[config.mk]
export PLATFORM = sky130hd
export DESIGN_NAME = io_router
export DESIGN_NICKNAME = d
export VERILOG_FILES = /design/src/rtl/io_router_pkg.sv /design/src/rtl/kb_fifo.sv /design/src/rtl/io_router.sv
export SDC_FILE = /design/constraint.sdc
export NUM_CORES = 1
export LEC_CHECK = 0
export ABC_AREA = 1
export BUFFER_PORTS_ARGS = -buffer_cell sky130_fd_sc_hd__buf_2
export CAP_MARGIN = 0
export CORE_MARGIN = 3
export CORE_UTILIZATION = 59
export DETAILED_ROUTE_END_ITERATION = 8
export PLACE_DENSITY = 0.86
export SKIP_LAST_GASP = 1
export SYNTH_ARGS = -nofsm -noshare
export SYNTH_HDL_FRONTEND = slang
export SYNTH_SLANG_ARGS = --single-unit
[constraint.sdc]
create_clock -name clock -period 6.5 [get_ports clock]
set_clock_uncertainty 0.15 [all_clocks]
set_input_delay 0.325 -clock clock [delete_from_list [all_inputs] [get_ports clock]]
set_output_delay 0.325 -clock clock [all_outputs]
set_load 0.02 [all_outputs]
[src/rtl/io_router_pkg.sv]
`default_nettype none
// ============================================================================
//  Module   : io_router_pkg
//  Purpose  : Register offsets, status bit positions and command-write bit
//             positions shared by the I/O router and its keyboard FIFO.
//  Revision : 1.0  initial release
// ============================================================================
package io_router_pkg;

  // Register offsets inside the 8-byte window
  localparam logic [2:0] REG_BANK     = 3'd0;
  localparam logic [2:0] REG_KB       = 3'd1;
  localparam logic [2:0] REG_STAT     = 3'd2;
  localparam logic [2:0] REG_SPI_DATA = 3'd3;
  localparam logic [2:0] REG_SPI_CMD  = 3'd4;
  localparam logic [2:0] REG_IE       = 3'd5;

  // Status register bit positions
  localparam int ST_NE   = 0;
  localparam int ST_BUSY = 1;
  localparam int ST_TMO  = 2;
  localparam int ST_FULL = 3;
  localparam int ST_OVF  = 4;

  // Command-write bit positions
  localparam int CMD_POP      = 0;  // status write: pop one scancode
  localparam int CMD_CLR_OVF  = 7;  // status write: clear overflow flag
  localparam int CMD_SPI_SENT = 7;  // SPI command write: latch level

  // Mask that strips the offset bits from an address
  localparam logic [15:0] WIN_MASK = 16'hFFF8;

endpackage
`default_nettype wire

[src/rtl/kb_fifo.sv]
`default_nettype none
// ============================================================================
//  Module   : kb_fifo
//  Purpose  : Register-array scancode FIFO. Push on a full FIFO drops the
//             byte and pulses overflow, unless a pop happens the same cycle.
//  Revision : 1.0  initial release
// ============================================================================
module kb_fifo #(
  parameter int DEPTH = 8
) (
  input  logic       clock,
  input  logic       reset,
  input  logic       push,
  input  logic       pop,
  input  logic [7:0] wdata,
  output logic [7:0] rdata,
  output logic       empty,
  output logic       full,
  output logic       overflow
);

  localparam int AW = $clog2(DEPTH);
  localparam int CW = AW + 1;

  logic [7:0]    r_mem [DEPTH];
  logic [AW-1:0] r_wr_ptr;
  logic [AW-1:0] r_rd_ptr;
  logic [CW-1:0] r_count;

  logic w_do_pop;
  logic w_do_push;

  assign empty = (r_count == '0);
  assign full  = (r_count == CW'(DEPTH));

  // A pop frees a slot in the same cycle, so push into a full FIFO succeeds
  // when paired with a pop; a push into an empty FIFO never pairs with a pop.
  assign w_do_pop  = pop & ~empty;
  assign w_do_push = push & (~full | w_do_pop);
  assign overflow  = push & full & ~w_do_pop;

  // Head is forced to zero when nothing is stored
  assign rdata = empty ? 8'h00 : r_mem[r_rd_ptr];

  // Storage array, written at the tail; contents need no reset
  always_ff @(posedge clock) begin
    if (w_do_push) begin
      r_mem[r_wr_ptr] <= wdata;
    end
  end

  // Pointers and occupancy; pointers wrap naturally at DEPTH (power of two)
  always_ff @(posedge clock or posedge reset) begin
    if (reset) begin
      r_wr_ptr <= '0;
      r_rd_ptr <= '0;
      r_count  <= '0;
    end else begin
      if (w_do_push) r_wr_ptr <= r_wr_ptr + 1'b1;
      if (w_do_pop)  r_rd_ptr <= r_rd_ptr + 1'b1;
      case ({w_do_push, w_do_pop})
        2'b10:   r_count <= r_count + 1'b1;
        2'b01:   r_count <= r_count - 1'b1;
        default: r_count <= r_count;
      endcase
    end
  end

endmodule
`default_nettype wire

[src/rtl/io_router.sv]
`default_nettype none
// ============================================================================
//  Module   : io_router
//  Purpose  : Memory-mapped I/O router: decodes an 8-byte window at BASE for
//             bank, border, keyboard FIFO, SPI and interrupt-enable
//             registers; passes RAM data through outside the window.
//  Revision : 1.0  initial release
// ============================================================================
module io_router
  import io_router_pkg::*;
#(
  parameter logic [15:0] BASE     = 16'h0020,
  parameter int          KB_DEPTH = 8
) (
  input  logic        clock,
  input  logic        reset,
  input  logic [15:0] address,
  input  logic [7:0]  cpu_dout,
  input  logic        we,
  input  logic [7:0]  mem_din,
  output logic [7:0]  din,
  input  logic        ps2_hit,
  input  logic [7:0]  ps2_data,
  input  logic [1:0]  spi_st,
  input  logic [7:0]  spi_din,
  output logic [7:0]  bank,
  output logic [2:0]  border,
  output logic [7:0]  spi_out,
  output logic [1:0]  spi_cmd,
  output logic        spi_sent,
  output logic        irq
);

  logic [7:0] r_bank;
  logic [2:0] r_border;
  logic [7:0] r_spi_out;
  logic [1:0] r_spi_cmd;
  logic       r_spi_sent;
  logic       r_ie;
  logic       r_ovf;
  logic       r_irq;

  logic       w_sel;
  logic [2:0] w_off;
  logic       w_wr;
  logic       w_pop;
  logic       w_clr_ovf;
  logic [7:0] w_kb_head;
  logic       w_kb_empty;
  logic       w_kb_full;
  logic       w_kb_overflow;
  logic [7:0] w_status;

  assign w_sel     = (address & WIN_MASK) == (BASE & WIN_MASK);
  assign w_off     = address[2:0];
  assign w_wr      = we & w_sel;
  assign w_pop     = w_wr && (w_off == REG_STAT) && cpu_dout[CMD_POP];
  assign w_clr_ovf = w_wr && (w_off == REG_STAT) && cpu_dout[CMD_CLR_OVF];

  kb_fifo #(
    .DEPTH (KB_DEPTH)
  ) u_kb_fifo (
    .clock    (clock),
    .reset    (reset),
    .push     (ps2_hit),
    .pop      (w_pop),
    .wdata    (ps2_data),
    .rdata    (w_kb_head),
    .empty    (w_kb_empty),
    .full     (w_kb_full),
    .overflow (w_kb_overflow)
  );

  // Status byte assembly
  always_comb begin
    w_status          = 8'h00;
    w_status[ST_NE]   = ~w_kb_empty;
    w_status[ST_BUSY] = spi_st[0];
    w_status[ST_TMO]  = spi_st[1];
    w_status[ST_FULL] = w_kb_full;
    w_status[ST_OVF]  = r_ovf;
  end

  // Read-data multiplexer; reads never change state
  always_comb begin
    din = mem_din;
    if (w_sel) begin
      case (w_off)
        REG_BANK:     din = r_bank;
        REG_KB:       din = w_kb_head;
        REG_STAT:     din = w_status;
        REG_SPI_DATA: din = spi_din;
        REG_SPI_CMD:  din = {r_spi_sent, 5'b0, r_spi_cmd};
        REG_IE:       din = {7'b0, r_ie};
        default:      din = 8'h00;
      endcase
    end
  end

  // Software-writable peripheral registers
  always_ff @(posedge clock or posedge reset) begin
    if (reset) begin
      r_bank     <= 8'h00;
      r_border   <= 3'b000;
      r_spi_out  <= 8'h00;
      r_spi_cmd  <= 2'b00;
      r_spi_sent <= 1'b0;
      r_ie       <= 1'b0;
    end else if (w_wr) begin
      case (w_off)
        REG_BANK:     r_bank    <= cpu_dout;
        REG_KB:       r_border  <= cpu_dout[2:0];
        REG_SPI_DATA: r_spi_out <= cpu_dout;
        REG_SPI_CMD: begin
          r_spi_sent <= cpu_dout[CMD_SPI_SENT];
          r_spi_cmd  <= cpu_dout[1:0];
        end
        REG_IE:       r_ie      <= cpu_dout[0];
        default:      ;
      endcase
    end
  end

  // Sticky overflow flag; a new overflow beats a simultaneous clear
  always_ff @(posedge clock or posedge reset) begin
    if (reset) begin
      r_ovf <= 1'b0;
    end else if (w_kb_overflow) begin
      r_ovf <= 1'b1;
    end else if (w_clr_ovf) begin
      r_ovf <= 1'b0;
    end
  end

  // Registered interrupt request from enabled, non-empty keyboard buffer
  always_ff @(posedge clock or posedge reset) begin
    if (reset) begin
      r_irq <= 1'b0;
    end else begin
      r_irq <= r_ie & ~w_kb_empty;
    end
  end

  assign bank     = r_bank;
  assign border   = r_border;
  assign spi_out  = r_spi_out;
  assign spi_cmd  = r_spi_cmd;
  assign spi_sent = r_spi_sent;
  assign irq      = r_irq;

endmodule
`default_nettype wire

==> results.md, run 1 <==
* outcome: completed
* largest net degree at the start of global routing: 36
* share of the yosys chip area belonging to registers: 62.5%
* antenna violations before repair: 0
* count of port buffers added during placement: 84
* width of the chip: 93.1 µm
* first-pass GRT wire length: 18.0 mm
* accumulated negative setup slack: 0 ps
* most frequent cells in the layout: buf_2, nand2_1, edfxtp_1, nor2_1, dfrtp_1
* cells resized by post-CTS repair: 0
* final standard cell count with taps included and fillers excluded: 608
* final-layout fill cell count: 548
* Endpoint, Worst Hold: r_ovf$_DFFE_PP0P_
* Cell variety after synth: 36
* routed vias/inst: 6.05
* worst hold-check path type: input port to flip-flop
* library cell with the largest summed area after synthesis: edfxtp_1
* logic depth of the worst register-to-register path: 7
* internal power of the cells: 0.000979 W
* postcts setup bufs: 0
* final period utilization: 54.8%
* detailed placement HPWL: 8.03 mm
* clock sink count: 99
* TritonRoute pass-1 iters: 5
* crit start category: flip-flop
* final-stage net count: 561
* cell at the root of the clock tree: clkbuf_8
* depth of the worst hold-timing path: 3
* number of routed nets with antenna violations: 0
* transition time of the tightest slew-check pin: 1270 ps
* Antenna diodes: 0
* wirelength, routed: 11.3 mm
* beginning of the worst register-to-register path: u_kb_fifo.r_count[0]$_DFFE_PP0P_
* yosys synthesis warning count: 0
* area of the core: 0.00729 mm²
* Worst Setup End Kind: output pin
* Slew Viols, Final: 0
* post-synthesis compound-gate area fraction: 11.1%
* power per cell area: 271 mW/mm²
* required time worst endpoint: 6020 ps
* initial drt markers: 310
* cell count after synthesis: 421
* main combinational cell family by area after synthesis: simple AND/OR/NAND/NOR gates
* clk buf depth: 2
* power share of the clock group: 28.4%
* critical-path maximum fanout: 34
* top-level port count: 85
* share of total power consumed by net switching: 30.5%
* mux cell area share after synthesis: 2.71%
* peak clock frequency supported by timing: 281 MHz
* Crit Reg-Reg Endpoint: u_kb_fifo.r_mem[4][4]$_DFFE_PP_
* number of buffers added by the clock tree synthesis step: 9
* count of state elements after synthesis: 99
* count of endpoints failing hold in the final timing report: 0
* leak pwr: 2.23 nW
* fraction of power consumed by sequential logic: 56.0%
* number of cell rows: 31
* unrepaired setup endpoints after global routing: false
* Initial Utilization: 61.4%
* share of final-layout standard cells stronger than drive strength 1: 23.6%
* Hold Path Origin: ps2_hit
* clock network latency to the later pin of the worst-skew pair: 380 ps
* worst rel slew slack: 15.4%
* switching power summed over all nets: 0.000430 W
* area share of xor/xnor cells in the synthesized design: 0.978%
* Final Wtd Congestion: 0.919
* synthesis-to-finish area growth: 15.9%
* combinational power share: 15.6%
* simple-gate share of the synthesized area: 17.7%
* Post-Synth Adder-Cell Area: 0.838%
* shortest period the worst path allows: 3560 ps
* remaining global-route overflow: 0
* top post-synthesis cells by area: edfxtp_1, dfrtp_1, nand2_1
* arrival time reported for the critical path endpoint: 3090 ps
* reg-to-reg setup timing slack: 3820 ps
* mean routed wirelength per cell: 18.7 µm
* share of Yosys cell area claimed by the top area cell type: 42.9%
* mean instance size in the synthesized netlist: 10.6 µm²
* clock-pin slew on the worst setup and hold paths: 110 ps
* number of maximum-capacitance violations: 0
* type of the worst setup path: flip-flop to output pin
* Post-Syn Area: 0.00448 mm²
* Die ar.: 0.00867 mm²
* Total GRT Usage: 27.7%
* TritonCTS clock tree: yes
* VDD IR-drop max: 181 µV
* chip height: 93.1 µm
* most common library cell in the layout ignoring fill and taps: buf_2
* number of global-route vias before repair: 3561
* DRC violations left: 0
* number of failing setup endpoints in the final timing report: 0
* Clock H-tree levels: 3
* Worst Hold Margin: 51.3 ps
* number of vias after detailed routing: 3677
* total instance count after detailed placement: 591
* Synth Net Count: 478
==> worst max-delay path by stage <==
| stage | from | to | slack (ps) |
|---|---|---|---|
| final | u_kb_fifo.r_rd_ptr[0]$_DFFE_PP0N_ | din[6] | 2940 |
| after global routing | u_kb_fifo.r_rd_ptr[0]$_DFFE_PP0N_ | din[7] | 2750 |
| after CTS | u_kb_fifo.r_rd_ptr[0]$_DFFE_PP0N_ | din[4] | 3000 |
| after detailed placement | address[10] | u_kb_fifo.r_mem[4][0]$_DFFE_PP_ | 3420 |
| after global placement | address[10] | u_kb_fifo.r_mem[4][2]$_DFFE_PP_ | 3530 |
| after floorplan | address[2] | u_kb_fifo.r_mem[4][0]$_DFFE_PP_ | 4090 |
==> power by group through the flow <==
stage	sequential [W]	combinational, W	clock [W]
2_1_floorplan	0.000789	0.000152	0
6_report	0.000789	0.000220	0.000400
3_3_place_gp	0.000796	0.000208	0
4_1_cts	0.000788	0.000221	0.000401
5_1_grt	0.000795	0.000252	0.000431
3_5_place_dp	0.000802	0.000218	0
==> registers in the layout, summed over array words and instances, names as in the netlist <==
register	flops
u_kb_fifo.r_count	4
u_kb_fifo.r_rd_ptr	3
spi_sent	1
r_ovf	1
u_kb_fifo.r_wr_ptr	3
r_ie	1
u_kb_fifo.r_mem	64
spi_out	8
bank	8
irq	1
border	3
spi_cmd	2
==> what timing repair did <==
action                                  4_1_cts  5_1_grt
hold buffers                                  1        0
endpoints found under the setup margin        0        0
endpoints found under the hold margin        35        0
==> cell families after synthesis <==
logic type | after synthesis
and+or+nand+nor | 177
xor gates and xnor gates | 5
AOI/OAI and AO/OA | 78
adders and majority gates | 3
muxes | 12
buffers and inverters | 47
DFF | 99
==> synthesized netlist by cell type <==
cell type,instances
nor4_2,1
nand3_1,17
nand2_2,1
clkbuf_1,11
o211ai_1,3
mux2_1,1
o21ai_0,19
a21oi_1,3
nor3_1,5
xor2_1,5
nor3_4,1
o21ai_1,27
nor4_1,1
a21oi_4,1
o221ai_1,11
a22o_1,7
mux2i_1,11
o21bai_1,1
edfxtp_1,64
buf_2,1
inv_2,8
nor2_4,1
inv_1,25
or2_1,1
nor2_2,1
nor3_2,2
buf_4,2
nand2_1,80
dfrtp_1,35
ha_1,3
nand4_1,10
nor2_1,53
o32ai_1,5
a31oi_1,1
nand3_4,1
nand3_2,2
==> cell type report <==
cell class                 instances  area, µm²  area share [%]
clock buffer                       9        124            2.39
sequential                        99       2800            53.9
multi-input combinational        275       1500            28.8
timing repair buffer              86        438            8.43
inverter                          33        124            2.39
tap                               99        124            2.39
clock inverter                     7       88.8            1.71
==> per-stage QoR <==
step	worst slack, ps	instance area [µm²]	power (W)	utilization [%]
floorplan	4090	4480	0.000941	-
global placement	3530	4970	0.00100	68.2
detailed placement	3420	4970	0.00102	68.2
CTS	3000	5190	0.00141	71.2
global route	2750	5190	0.00148	71.2
finish	2940	5190	0.00141	71.2
==> worst max-delay path, stage by stage, from the launching register on <==
cell,delay (ps)
dfrtp_1,1200
inv_2,440
nor2_1,200
o221ai_1,160
nand3_1,200
nand3_1,110
a22o_1,220
buf_2,170
==> per-layer routing <==
| metal | global-route usage [%] | wire, µm |
|---|---|---|
| met3 | 6.84 | 953 |
| met5 | 0 | 0 |
| met2 | 45.8 | 5760 |
| met1 | 33.9 | 4040 |
| met4 | 13.9 | 584 |
Note: power is estimated with default switching activity, not from simulation.
==> run 2, diff against run 1 <==
--- a/config.mk
+++ b/config.mk
@@ -5,13 +5,13 @@
 export SDC_FILE = /design/constraint.sdc
 export NUM_CORES = 1
 export LEC_CHECK = 0
-export ABC_AREA = 1
+export ABC_AREA = 0
 export BUFFER_PORTS_ARGS = -buffer_cell sky130_fd_sc_hd__buf_2
 export CAP_MARGIN = 0
 export CORE_MARGIN = 3
-export CORE_UTILIZATION = 59
+export CORE_UTILIZATION = 55
 export DETAILED_ROUTE_END_ITERATION = 8
-export PLACE_DENSITY = 0.86
+export PLACE_DENSITY = 0.81
 export SKIP_LAST_GASP = 1
 export SYNTH_ARGS = -nofsm -noshare
 export SYNTH_HDL_FRONTEND = slang
==> constraint.sdc (replaced) <==
create_clock -name clock -period 3.5 [get_ports clock]
set_clock_uncertainty 0.15 [all_clocks]
set_input_delay 0.175 -clock clock [delete_from_list [all_inputs] [get_ports clock]]
set_output_delay 0.175 -clock clock [all_outputs]
set_load 0.02 [all_outputs]
==> results.md, run 2 <==
* final-stage net count: 450, -20%
* yosys synthesis warning count: 0, unchanged
* worst hold-check path type: input port to flip-flop
* Worst Setup End Kind: output pin
* clock network latency to the later pin of the worst-skew pair: 360 ps, -20 ps
* Synth top cells by count: edfxtp_1, dfrtp_1, mux2_2
* logic depth of the worst register-to-register path: 7, unchanged
* accumulated negative setup slack: 0 ps, unchanged
* width of the chip: 96.4 µm, +3.5%
* cell at the root of the clock tree: clkbuf_8
* Post-synth ARST share: 35.4%, unchanged
* VDD IR-drop max: 351 µV, +94%
* area of the core: 0.00785 mm², +7.6%
* most frequent cells in the layout: buf_2, edfxtp_1, dfrtp_1, mux2_2, dlygate4sd3_1
* number of maximum-capacitance violations: 0, unchanged
* flip-flop count of the largest register, all copies and words added: 64, unchanged
* first-pass GRT wire length: 14.4 mm, -20%
* Synth Net Count: 346, -28%
* power share of the clock group: 26.5%, -1.9 points
* depth of the worst hold-timing path: 3, unchanged
* count of state elements after synthesis: 99, unchanged
* Routed met3 length: 587 µm, -38%
* top post-synthesis cells by area: edfxtp_1, dfrtp_1, mux4_2
* Cell variety after synth: 55, +53%
* Antenna diodes: 0, unchanged
* final core area utilization: 68.8%, -2.5 points
* power per cell area: 485 mW/mm², +79%
* routed length on met1: 3.94 mm, -2.5%
* final-layout fill cell count: 541, -1.3%
* internal power of the cells: 0.00187 W, +91%
* number of vias after detailed routing: 2907, -21%
* cell count after synthesis: 289, -31%
* CP peak stage delay: 870 ps, -330 ps
* combinational power share: 15.9%, +0.3 points
* final standard cell count with taps included and fillers excluded: 500, -18%
* most common library cell in the layout ignoring fill and taps: buf_2
* count of port buffers added during placement: 84, unchanged
* Clock H-tree levels: 3, unchanged
* number of failing setup endpoints in the final timing report: 0, unchanged
* largest net degree at the start of global routing: 36, unchanged
* TritonRoute pass-1 iters: 4, -1
* fraction of power consumed by sequential logic: 57.6%, +1.6 points
* transition time of the tightest slew-check pin: 976 ps, -292 ps
* Slew Viols, Final: 0, unchanged
* mean routed wirelength per cell: 19.1 µm, +2.5%
* arrival time reported for the critical path endpoint: 2550 ps, -540 ps
* predominant post-synthesis flop cell: edfxtp_1
* number of cell rows: 32, +3.2%
* Worst Hold Margin: 41.0 ps, -10.3 ps
* library cell with the largest summed area after synthesis: edfxtp_1
* number of routed nets with antenna violations: 0, unchanged
* wirelength, routed: 9.56 mm, -16%
* final period utilization: 82.2%
* clock-pin slew on the worst setup and hold paths: 100 ps, about the same
* total instance count after detailed placement: 467, -21%
* antenna violations before repair: 0, unchanged
* crit start category: flip-flop
* cells resized by post-CTS repair: 0, unchanged
* clock sink count: 99, unchanged
* switching power summed over all nets: 0.000745 W, +73%
* count of endpoints failing hold in the final timing report: 0, unchanged
* synthesis-to-finish area growth: 20.1%
* Die ar.: 0.00929 mm², +7.1%
* TritonCTS clock tree: yes
* area taken by multi-input logic gates: 0.00159 mm², +6.1%
* shortest period the worst path allows: 2880 ps
* DR WL met2: 4.93 mm, -14%
* chip height: 96.4 µm, +3.5%
* count of flip-flops with a built-in enable after synthesis: 64, unchanged
* required time worst endpoint: 3170 ps, -2850 ps
* worst rel slew slack: 34.3%, +19 points
* critical-path maximum fanout: 8, -76%
* clk buf depth: 2, unchanged
* initial drt markers: 136, -56%
* highest routed metal layer: met4
* type of the worst setup path: flip-flop to output pin
* sequential standard cell area: 0.00280 mm², unchanged
* Final Wtd Congestion: 0.901, -2.0%
* Post-Syn Area: 0.00449 mm², +0.31%
* peak clock frequency supported by timing: 348 MHz
* top-level port count: 85, unchanged
* share of total power consumed by net switching: 28.5%, -2.1 points
* share of final-layout standard cells stronger than drive strength 1: 43.2%, +20 points
* number of buffers added by the clock tree synthesis step: 9, unchanged
* Initial Utilization: 57.3%, -4.2 points
* detailed placement HPWL: 6.72 mm, -16%
* share of Yosys cell area claimed by the top area cell type: 42.8%, -0.13 points
* Total GRT Usage: 21.1%, -6.6 points
* series of cell instances along the critical path: nor4_1 > or3_1 > o22ai_1 > buf_2
* unrepaired setup endpoints after global routing: false
* mean instance size in the synthesized netlist: 15.5 µm², +46%
* CP max stage cell: nor4_1
* outcome: completed
* DRC violations left: 0, unchanged
* share of the yosys chip area belonging to registers: 62.3%, -0.19 points
* register ranked first by flip-flop count: u_kb_fifo.r_mem
* most frequent cell after synthesis: edfxtp_1
* remaining global-route overflow: 0, unchanged
* number of global-route vias before repair: 2860, -20%
* routed vias/inst: 5.81, -3.9%
* leak pwr: 2.18 nW, -2.4%
[run 2: cell types whose count changed after synthesis, moves of 9 or more]
cell	delta
nand4_1	-9
nand3_1	-12
o21ai_1	-27
o221ai_1	-11
mux4_2	+16
inv_1	-21
nor2_1	-45
nand2_1	-72
mux2_2	+28
[run 2: worst max-delay path: cells and delay by family (launching register included)]
family | cells | cell delay, ps
simple gates | 2 | 1400
compound gates | 1 | 110
flops | 1 | 490
buf+inv | 1 | 180
[run 2: power by group through the flow]
stage                     Clock (W)  Sequential, W  Combinational [W]
after floorplan                   0        0.00147           0.000291
after global placement            0        0.00152           0.000391
after detailed placement          0        0.00153           0.000406
after CTS                  0.000708        0.00150           0.000420
after global routing       0.000761        0.00152           0.000459
final                      0.000694        0.00150           0.000416
[run 2: final cells by class]
type,instances,area share (%)
Tap cell,102,2.37
Inverter,4,0.278
Clock inverter,7,1.30
Multi-Input combinational cell,167,29.4
Clock buffer,9,2.30
Timing Repair Buffer,112,12.5
Sequential cell,99,51.9
[run 2: cells by family after synthesis]
family                     share of synthesized area [%]
DFF                                                 62.3
and+or+nand+nor                                     8.69
muxes                                               18.0
AOI/OAI and AO/OA                                   6.68
buffers and inverters                               2.39
xor gates and xnor gates                            1.17
adders and majority gates                          0.836
[run 2: final timing paths]
kind | endpoint | start | slack [ps]
worst max-delay path | din[0] | u_kb_fifo.r_count[0]$_DFFE_PP0P_ | 620
worst min-delay path | r_ovf$_DFFE_PP0P_ | ps2_hit | 40
worst max register to register | u_kb_fifo.r_count[2]$_DFFE_PP0P_ | u_kb_fifo.r_count[0]$_DFFE_PP0P_ | 850
worst min register to register | border[1]$_DFFE_PP0P_ | border[1]$_DFFE_PP0P_ | 360
max in group asynchronous | spi_out[6]$_DFFE_PP0P_ | reset | 2570
min in group asynchronous | u_kb_fifo.r_count[2]$_DFFE_PP0P_ | reset | 290
[run 2: per-stage QoR]
step                      cell area [µm²]  total power, W  worst slack (ps)
after floorplan                      4490         0.00177               942
after global placement               5030         0.00191               948
after CTS                            5400         0.00263               613
after global routing                 5400         0.00274               450
final                                5400         0.00261               623
after detailed placement             5030         0.00193               852
[run 2: routing by layer]
metal  up-vias  global-route usage, %
met4         0                   5.49
li1       1344                      -
met2       106                   37.7
met3        14                   3.72
met1      1443                   26.6
met5         -                      0
[run 2: what timing repair did]
item | CTS | global route
setup buffers | 0 | 0
hold buffers | 17 | 0
hold endpoints to repair | 122 | 0
